===== src/rtl/target_pkg.sv =====
// Shared definitions for the frog target path: field widths, playfield limits,
// fallback position and the tracker state encoding used by generator and VGA draw.
package target_pkg;

    localparam int X_BITS     = 8;
    localparam int Y_BITS     = 7;
    localparam int ADDR_BITS  = X_BITS + Y_BITS;
    localparam int SCORE_BITS = 8;
    localparam int RETRY_BITS = 4;

    localparam logic [X_BITS-1:0]     X_MAX      = 8'd160;
    localparam logic [Y_BITS-1:0]     Y_MAX      = 7'd120;
    localparam logic [X_BITS-1:0]     DEFAULT_X  = 8'd80;
    localparam logic [Y_BITS-1:0]     DEFAULT_Y  = 7'd60;
    localparam logic [RETRY_BITS-1:0] MAX_RETRY  = 4'd15;
    localparam logic [RETRY_BITS-1:0] RETRY_LAST = MAX_RETRY - 4'd1;

    typedef enum logic [1:0] {
        IDLE = 2'd0,
        REQ  = 2'd1,
        HOLD = 2'd2
    } state_t;

endpackage


===== src/rtl/target_addr_check.sv =====
// Combinational acceptance test for a candidate target: inside the playfield
// and not sitting on the snake head.
module target_addr_check
    import target_pkg::*;
(
    input  logic [X_BITS-1:0] cand_x,
    input  logic [Y_BITS-1:0] cand_y,
    input  logic [X_BITS-1:0] head_x,
    input  logic [Y_BITS-1:0] head_y,
    output logic              accept
);

    logic in_range;
    logic on_head;

    assign in_range = (cand_x < X_MAX) && (cand_y < Y_MAX);
    assign on_head  = (cand_x == head_x) && (cand_y == head_y);
    assign accept   = in_range && !on_head;

endmodule


===== src/rtl/target_tracker.sv =====
// Owns the current frog target: requests random addresses, validates and latches
// them, detects the head eating the target and keeps a saturating score.
module target_tracker
    import target_pkg::*;
(
    input  logic                  clk,
    input  logic                  reset,
    input  logic                  game_active,
    input  logic                  head_valid,
    input  logic [X_BITS-1:0]     head_x,
    input  logic [Y_BITS-1:0]     head_y,
    input  logic [ADDR_BITS-1:0]  rnd_addr,
    output logic                  target_ate,
    output logic [X_BITS-1:0]     target_x,
    output logic [Y_BITS-1:0]     target_y,
    output logic                  target_valid,
    output logic [SCORE_BITS-1:0] score,
    output logic                  score_evt
);

    state_t                  state, state_nx;
    logic [RETRY_BITS-1:0]   retry_cnt, retry_nx;
    logic [X_BITS-1:0]       tx_nx;
    logic [Y_BITS-1:0]       ty_nx;
    logic                    tv_nx;
    logic [SCORE_BITS-1:0]   score_nx;
    logic                    evt_nx;
    logic                    ate_nx;
    logic [X_BITS-1:0]       smp_x;
    logic [Y_BITS-1:0]       smp_y;
    logic                    accept;
    logic                    eat;

    assign smp_x = rnd_addr[ADDR_BITS-1:Y_BITS];
    assign smp_y = rnd_addr[Y_BITS-1:0];
    assign eat   = head_valid && (head_x == target_x) && (head_y == target_y);

    target_addr_check u_check (
        .cand_x (smp_x),
        .cand_y (smp_y),
        .head_x (head_x),
        .head_y (head_y),
        .accept (accept)
    );

    // Dropping game_active outranks any accept or eat in the same cycle.
    always_comb begin
        state_nx = state;
        retry_nx = retry_cnt;
        tx_nx    = target_x;
        ty_nx    = target_y;
        tv_nx    = target_valid;
        score_nx = score;
        evt_nx   = 1'b0;
        if (!game_active) begin
            state_nx = IDLE;
            tv_nx    = 1'b0;
            retry_nx = '0;
        end else begin
            case (state)
                IDLE: state_nx = REQ;
                REQ: begin
                    if (accept) begin
                        tx_nx    = smp_x;
                        ty_nx    = smp_y;
                        tv_nx    = 1'b1;
                        retry_nx = '0;
                        state_nx = HOLD;
                    end else if (retry_cnt == RETRY_LAST) begin
                        tx_nx    = DEFAULT_X;
                        ty_nx    = DEFAULT_Y;
                        tv_nx    = 1'b1;
                        retry_nx = '0;
                        state_nx = HOLD;
                    end else begin
                        retry_nx = retry_cnt + 1'b1;
                    end
                end
                HOLD: begin
                    if (eat) begin
                        evt_nx   = 1'b1;
                        tv_nx    = 1'b0;
                        state_nx = REQ;
                        if (!(&score)) begin
                            score_nx = score + 1'b1;
                        end
                    end
                end
                default: state_nx = IDLE;
            endcase
        end
        ate_nx = (state_nx == REQ);
    end

    // The request line is registered from the next state so it tracks REQ exactly.
    always_ff @(posedge clk) begin
        if (!reset) begin
            state        <= IDLE;
            retry_cnt    <= '0;
            target_x     <= '0;
            target_y     <= '0;
            target_valid <= 1'b0;
            score        <= '0;
            score_evt    <= 1'b0;
            target_ate   <= 1'b0;
        end else begin
            state        <= state_nx;
            retry_cnt    <= retry_nx;
            target_x     <= tx_nx;
            target_y     <= ty_nx;
            target_valid <= tv_nx;
            score        <= score_nx;
            score_evt    <= evt_nx;
            target_ate   <= ate_nx;
        end
    end

endmodule


===== config.mk =====
export PLATFORM = sky130hd
export DESIGN_NAME = target_tracker
export DESIGN_NICKNAME = d
export VERILOG_FILES = /design/src/rtl/target_pkg.sv /design/src/rtl/target_addr_check.sv /design/src/rtl/target_tracker.sv
export SDC_FILE = /design/constraint.sdc
export NUM_CORES = 1
export LEC_CHECK = 0
export CAP_MARGIN = 20
export CORE_UTILIZATION = 25
export DETAILED_ROUTE_END_ITERATION = 16
export SLEW_MARGIN = 25
export SYNTH_ARGS = -nofsm -noshare
export SYNTH_HDL_FRONTEND = slang
export SYNTH_HIERARCHICAL = 1
export SYNTH_SLANG_ARGS = --single-unit

===== constraint.sdc =====
create_clock -name clk -period 2.86 [get_ports clk]
set_input_delay 0.572 -clock clk [delete_from_list [all_inputs] [get_ports clk]]
set_output_delay 0.572 -clock clk [all_outputs]
set_load 0.05 [all_outputs]

* Word level (Yosys, flattened, before mapping) *
Index checks and enable logic that the tools add are counted.

storage, ports and cells
  flip-flop bits (word level) = 32
  output and inout bits = 26
  input port bits = 34

operators by class
  reduce and logical (&&, ||, !) cells = 15
  bitwise logic cells = 1
  magnitude comparators = 2
  muxes and demuxes = 16
  equality and inequality tests = 10
  $add $sub $neg = 2

operators with widths
  operator               number
  $eq A8 B8 Y1           2
  $mux W8                2
  $eq A7 B7 Y1           2
  $mux W7                2
  $reduce_and A3 Y1      3
  $add A8 B1 Y8 const B  1
  $lt A8 B8 Y1 const B   1
  $mux W2                4
  $mux W4                2
  $reduce_and A8 Y1      1
  $lt A7 B7 Y1 const B   1
  $pmux W2 S3            1
  $logic_and A1 B1 Y1    5
  $add A4 B1 Y4 const B  1
  $eq A2 B1 Y1 const B   2
  $eq A4 B4 Y1 const B   1
  $mux W1                4
  $reduce_and A4 Y1      1
  $reduce_bool A2 Y1     2
  $ne A3 B3 Y1 const B   1
  $eq A2 B2 Y1 const B   1
  $logic_not A2 Y1       1
  $ne A2 B2 Y1 const B   1
  $pmux W1 S2            1
  other kinds (3)        3

* Longest topological paths before layout *
  depth in word-level cells = 8
  depth in mapped cells = 11
  gate-level depth less buffers = 9

* Modules after synthesis *
The synthesis kept the hierarchy.

by module, submodules not included
  module             seq. area each (um^2)  instances  cells each  area each (um^2)
  target_tracker     640.6                  1          190         1,559.0
  target_addr_check  0.0                    1          23          177.7

* Least setup slack after synthesis *
No wires, ideal clock.

  kind = register to register
  start point = register target_y[6]
  end point = register score[3]
  path buffers = 1
  clock period less this slack = 2.320 ns
  stages on the path, launching flop included = 7
  setup time = 0.071 ns
  arrival = 2.250 ns
  path slack = 0.540 ns
  required time = 2.789 ns
  cell sequence = dfxtp_1 > xnor2_1 > nand4_1 > or4_4 > buf_6 > or4_1 > a21oi_1

on the way
  longest elaborated chain between the ends = 3

RTL lines
  element                      line                   source
  from (decl)                  target_tracker.sv:15   output logic [Y_BITS-1:0] target_y,
  from (signal assigned)       target_tracker.sv:110  target_y <= ty_nx;
  $eq A7 B7 Y1                 target_tracker.sv:36   assign eat = head_valid && (head_x == target_x) && (head_y == target_y);
  $logic_and A1 B1 Y1          target_tracker.sv:36
  $reduce_and A4 Y1 (no line)  n/a
  to (signal assigned)         target_tracker.sv:112  score <= score_nx;
  to (decl)                    target_tracker.sv:17   output logic [SCORE_BITS-1:0] score,

No other way between the ends.
A chain may end at the register's enable or synchronous reset.

* Final worst setup path *
  start point = input port head_y[4]
  end point = register score[4]

on the way
  longest elaborated chain between the ends = 3

RTL lines
  element                      line                  source
  from (decl)                  target_tracker.sv:11  input logic [Y_BITS-1:0] head_y,
  $eq A7 B7 Y1                 target_tracker.sv:36
  $logic_and A1 B1 Y1          target_tracker.sv:36
  $reduce_and A4 Y1 (no line)  n/a

No other way between the ends.

==> impl_results.md <==
* Status: finished clean
* Crit Path Max Fanout at 6
* Final hold slack at 0.4840 ns
* RSZ-0062 raised after global routing: no
* Register area share after synthesis at 0.3689
* Fin util at 0.3726
* # rows at 30
* Ranking of synthesized cells by area: dfxtp_1 37%, xnor2_1 9.6%, a21oi_1 6.9%
* Worst Slack Setup Final at 0.2560 ns
* Initial Util at 0.2570
* Worst Hold Class: reg2reg
* Cell area after synthesis at 1737 sq um
* Mean Syn Cell Area at 8.153 sq um
* Vias in the first global route at 1,734
* VDD IR max at 0.1579 mV
* CORE AREA at about 6800 sq um
* Cell area after layout at 2517 sq um
* Layout cells sized above 1 at 0.05818
* Initial antenna violation count at 0
* Worst reg2reg path startpoint: target_y[4]
* Top-count cell post-synth: dfxtp_1
* Vias at 1,775
* Delay of the slowest critical-path stage at about 0.67 ns
* Post-Synthesis Cells at 213
* Drt drc at 0
* Max-cap viol count at 0
* CP Capture Type: flip-flop
* Via density at approximately 5.0
* Largest net degree at the start of global routing at 24
* Commonest cells in the netlist: 32 x dfxtp_1, 24 x a21oi_1, 19 x xnor2_1
* Overall routing resource usage at 0.1444
* Crit path DAT at 2.81 ns
* Register bit total from synthesis at 32
* # port buffers at between 50 and 60
* Yosys warnings at 6
* Dominant synthesized flop cell: dfxtp_1
* Final hold vios at 0
* H-Tree Depth at 2
* Count of cell types in the netlist at 30
* CTS tree: built
* Clk slew on worst S/H paths at 0.06 ns
* Finished Layout Cells at 355
* Period utilization at 0.9105
* Post-cts resize count at 0
* Synth area leader: dfxtp_1
* Total grt overflow at 0
* Post-Route WL at 4.931 mm
* Total CTS buffers at 5
* Chip Width at 85.35 um
* Place WS at -0.04222 ns
* Top-Level Pins at 60
* Setup Skew at 0.006286 ns
* Post-DRT Antenna Nets at 0
* Crit-path most repeated cell: or4_1
* Fraction of registers with async set/reset at 0
* R2r worst-path depth at 5
* Die ar. at ~7300 sq um
* Kind of critical path: in2reg
* Initial DRC count at 110
* Cell Chain, Critical Path: clkdlybuf4s50_1 -> xnor2_1 -> nand4_1 -> or4_1 -> or4_1 -> a21oi_1
* Diode count at 0
* WL/cell at 13.89 um
* Detailed placement HPWL at approximately 3.7 mm
* Initial DRT Pass Iterations at 4
* Startpoint class of the critical path: input port
* Later-pin clock latency in the skew report at 0.28 ns
* Shortest period the worst path allows at around 2.6 ns
* Worst Tran Pin Value at 0.9354 ns
* Clk sinks at 32
* Syn Nets at 250
* CP bufs+invs at 1
* Pwr/cell area at between 400 and 500 nW/um^2
* CTS root buffer: clkbuf_8
* Leak pwr at 0.8025 nW
* CP max stage cell: or4_1
* First-pass GRT wire length at around 8.2 mm
* Placed Cells at 348
* Hold_sp: target_x[5]
* Synth top area share at 0.3689
* Clock Tree Buf Depth at 2
* P&R area growth vs syn at 44.96%
* RR Endpoint: score[4]
* Reg2Reg Setup Slack at 0.68 ns
* Placer Congestion at roughly 0.84
* Slew HR at 0.3737
* Cell Area, Placed at 2440 sq um
* Fmax at 384.0 MHz
* Number of nets in the layout at 312
* EDFF count, synth at 0
* Hold Path End: target_x[5]
* Slew Limit Fails at 0
* Setup violators final at 0
* Setup Buffers After CTS at 0
* Hold Path Depth at 2
* CP delay by family, top: simple AND/OR/NAND/NOR gates
* Required time of the critical path at 3.07 ns
* Die height at approximately 85 um
* CTS hold repair buffers at 0
-- stage by stage --
step | power (mW) | setup TNS, ns
2_1_floorplan | 0.5858 | 0
3_3_place_gp | 0.6908 | -0.03926
3_5_place_dp | 0.6912 | -0.1108
4_1_cts | 1.017 | 0
5_1_grt | 1.063 | 0
6_report | 1.007 | 0
-- flip-flops by register name, indices dropped and copies added, names as in the netlist --
signal / flops
retry_cnt: 4
score: 8
score_evt: 1
state: 2
target_ate: 1
target_valid: 1
target_x: 8
target_y: 7
-- tightest hold or removal path, stage by stage (launching register included) --
cell and delay [ns]:
dfxtp_1 0.33, nand2_1 0.06, a21oi_1 0.05
-- final cells by class --
| class | count | area [sq um] |
|---|---|---|
| fill | 726 | 4239 |
| timing repair buffer | 65 | 648.1 |
| multi-input combinational | 166 | 1032 |
| tap | 80 | 100.1 |
| sequential | 32 | 640.6 |
| clock buffer | 6 | 72.57 |
| clock inverter | 1 | 5.005 |
| inverter | 5 | 18.77 |
-- layer usage --
metal / track usage / vias up / share of wire
met3: 0.04572 / 4 / 0.045
li1: - / 893 / -
met4: 0.03939 / 0 / 0.0087
met5: 0 / - / 0
met2: 0.2390 / 43 / 0.47
met1: 0.1814 / 835 / 0.47
-- placed cells by master, fill, tap and decap left out, types with 5 or more instances in the layout --
master,Yosys,routed
nor2_1,12,12
xor2_1,11,11
o31ai_1,7,7
nand3_1,18,18
a21oi_1,24,24
nand2_1,17,17
nor3b_1,6,6
xnor2_1,19,19
nor3_1,7,7
clkdlybuf4s50_1,0,59
buf_4,0,5
or4_1,7,7
clkbuf_8,0,5
nand4_1,9,9
dfxtp_1,32,32
nor4_1,5,5
o21ai_0,7,7
inv_1,5,5
-- cell families (layout without fill, tap and decap cells) --
group                    count (synthesis)  after routing  synth area share
adder cells (fa/ha/maj)                  3              3           0.02162
flip-flops                              32             32            0.3689
AND/OR/NAND/NOR                         90             90            0.2803
AO/OA/AOI/OAI                           43             43            0.1412
XOR/XNOR                                30             30            0.1513
buffers and inverters                   15             77           0.03674
-- where the power goes --
| group | total, mW | switching [mW] | internal [mW] | leakage (nW) |
|---|---|---|---|---|
| sequential | 0.469 | 0.0116 | 0.457 | 0.259 |
| clock | 0.326 | 0.161 | 0.165 | 0.0410 |
| combinational | 0.212 | 0.113 | 0.0995 | 0.502 |
| total | 1.01 | 0.285 | 0.722 | 0.803 |
-- worst max-delay path by stage --
stage	from	end	slack (ns)	depth (start not counted)
after floorplan	target_y[6]	score[3]	0.54	6
after global placement	rnd_addr[13]	target_x[1]	-0.01	8
after detailed placement	head_y[4]	score[4]	-0.04	6
after CTS	head_y[4]	score[4]	0.24	6
after global routing	rnd_addr[1]	target_x[1]	0.09	8
final	head_y[4]	score[4]	0.26	6
(Power assumes the default switching activity.)
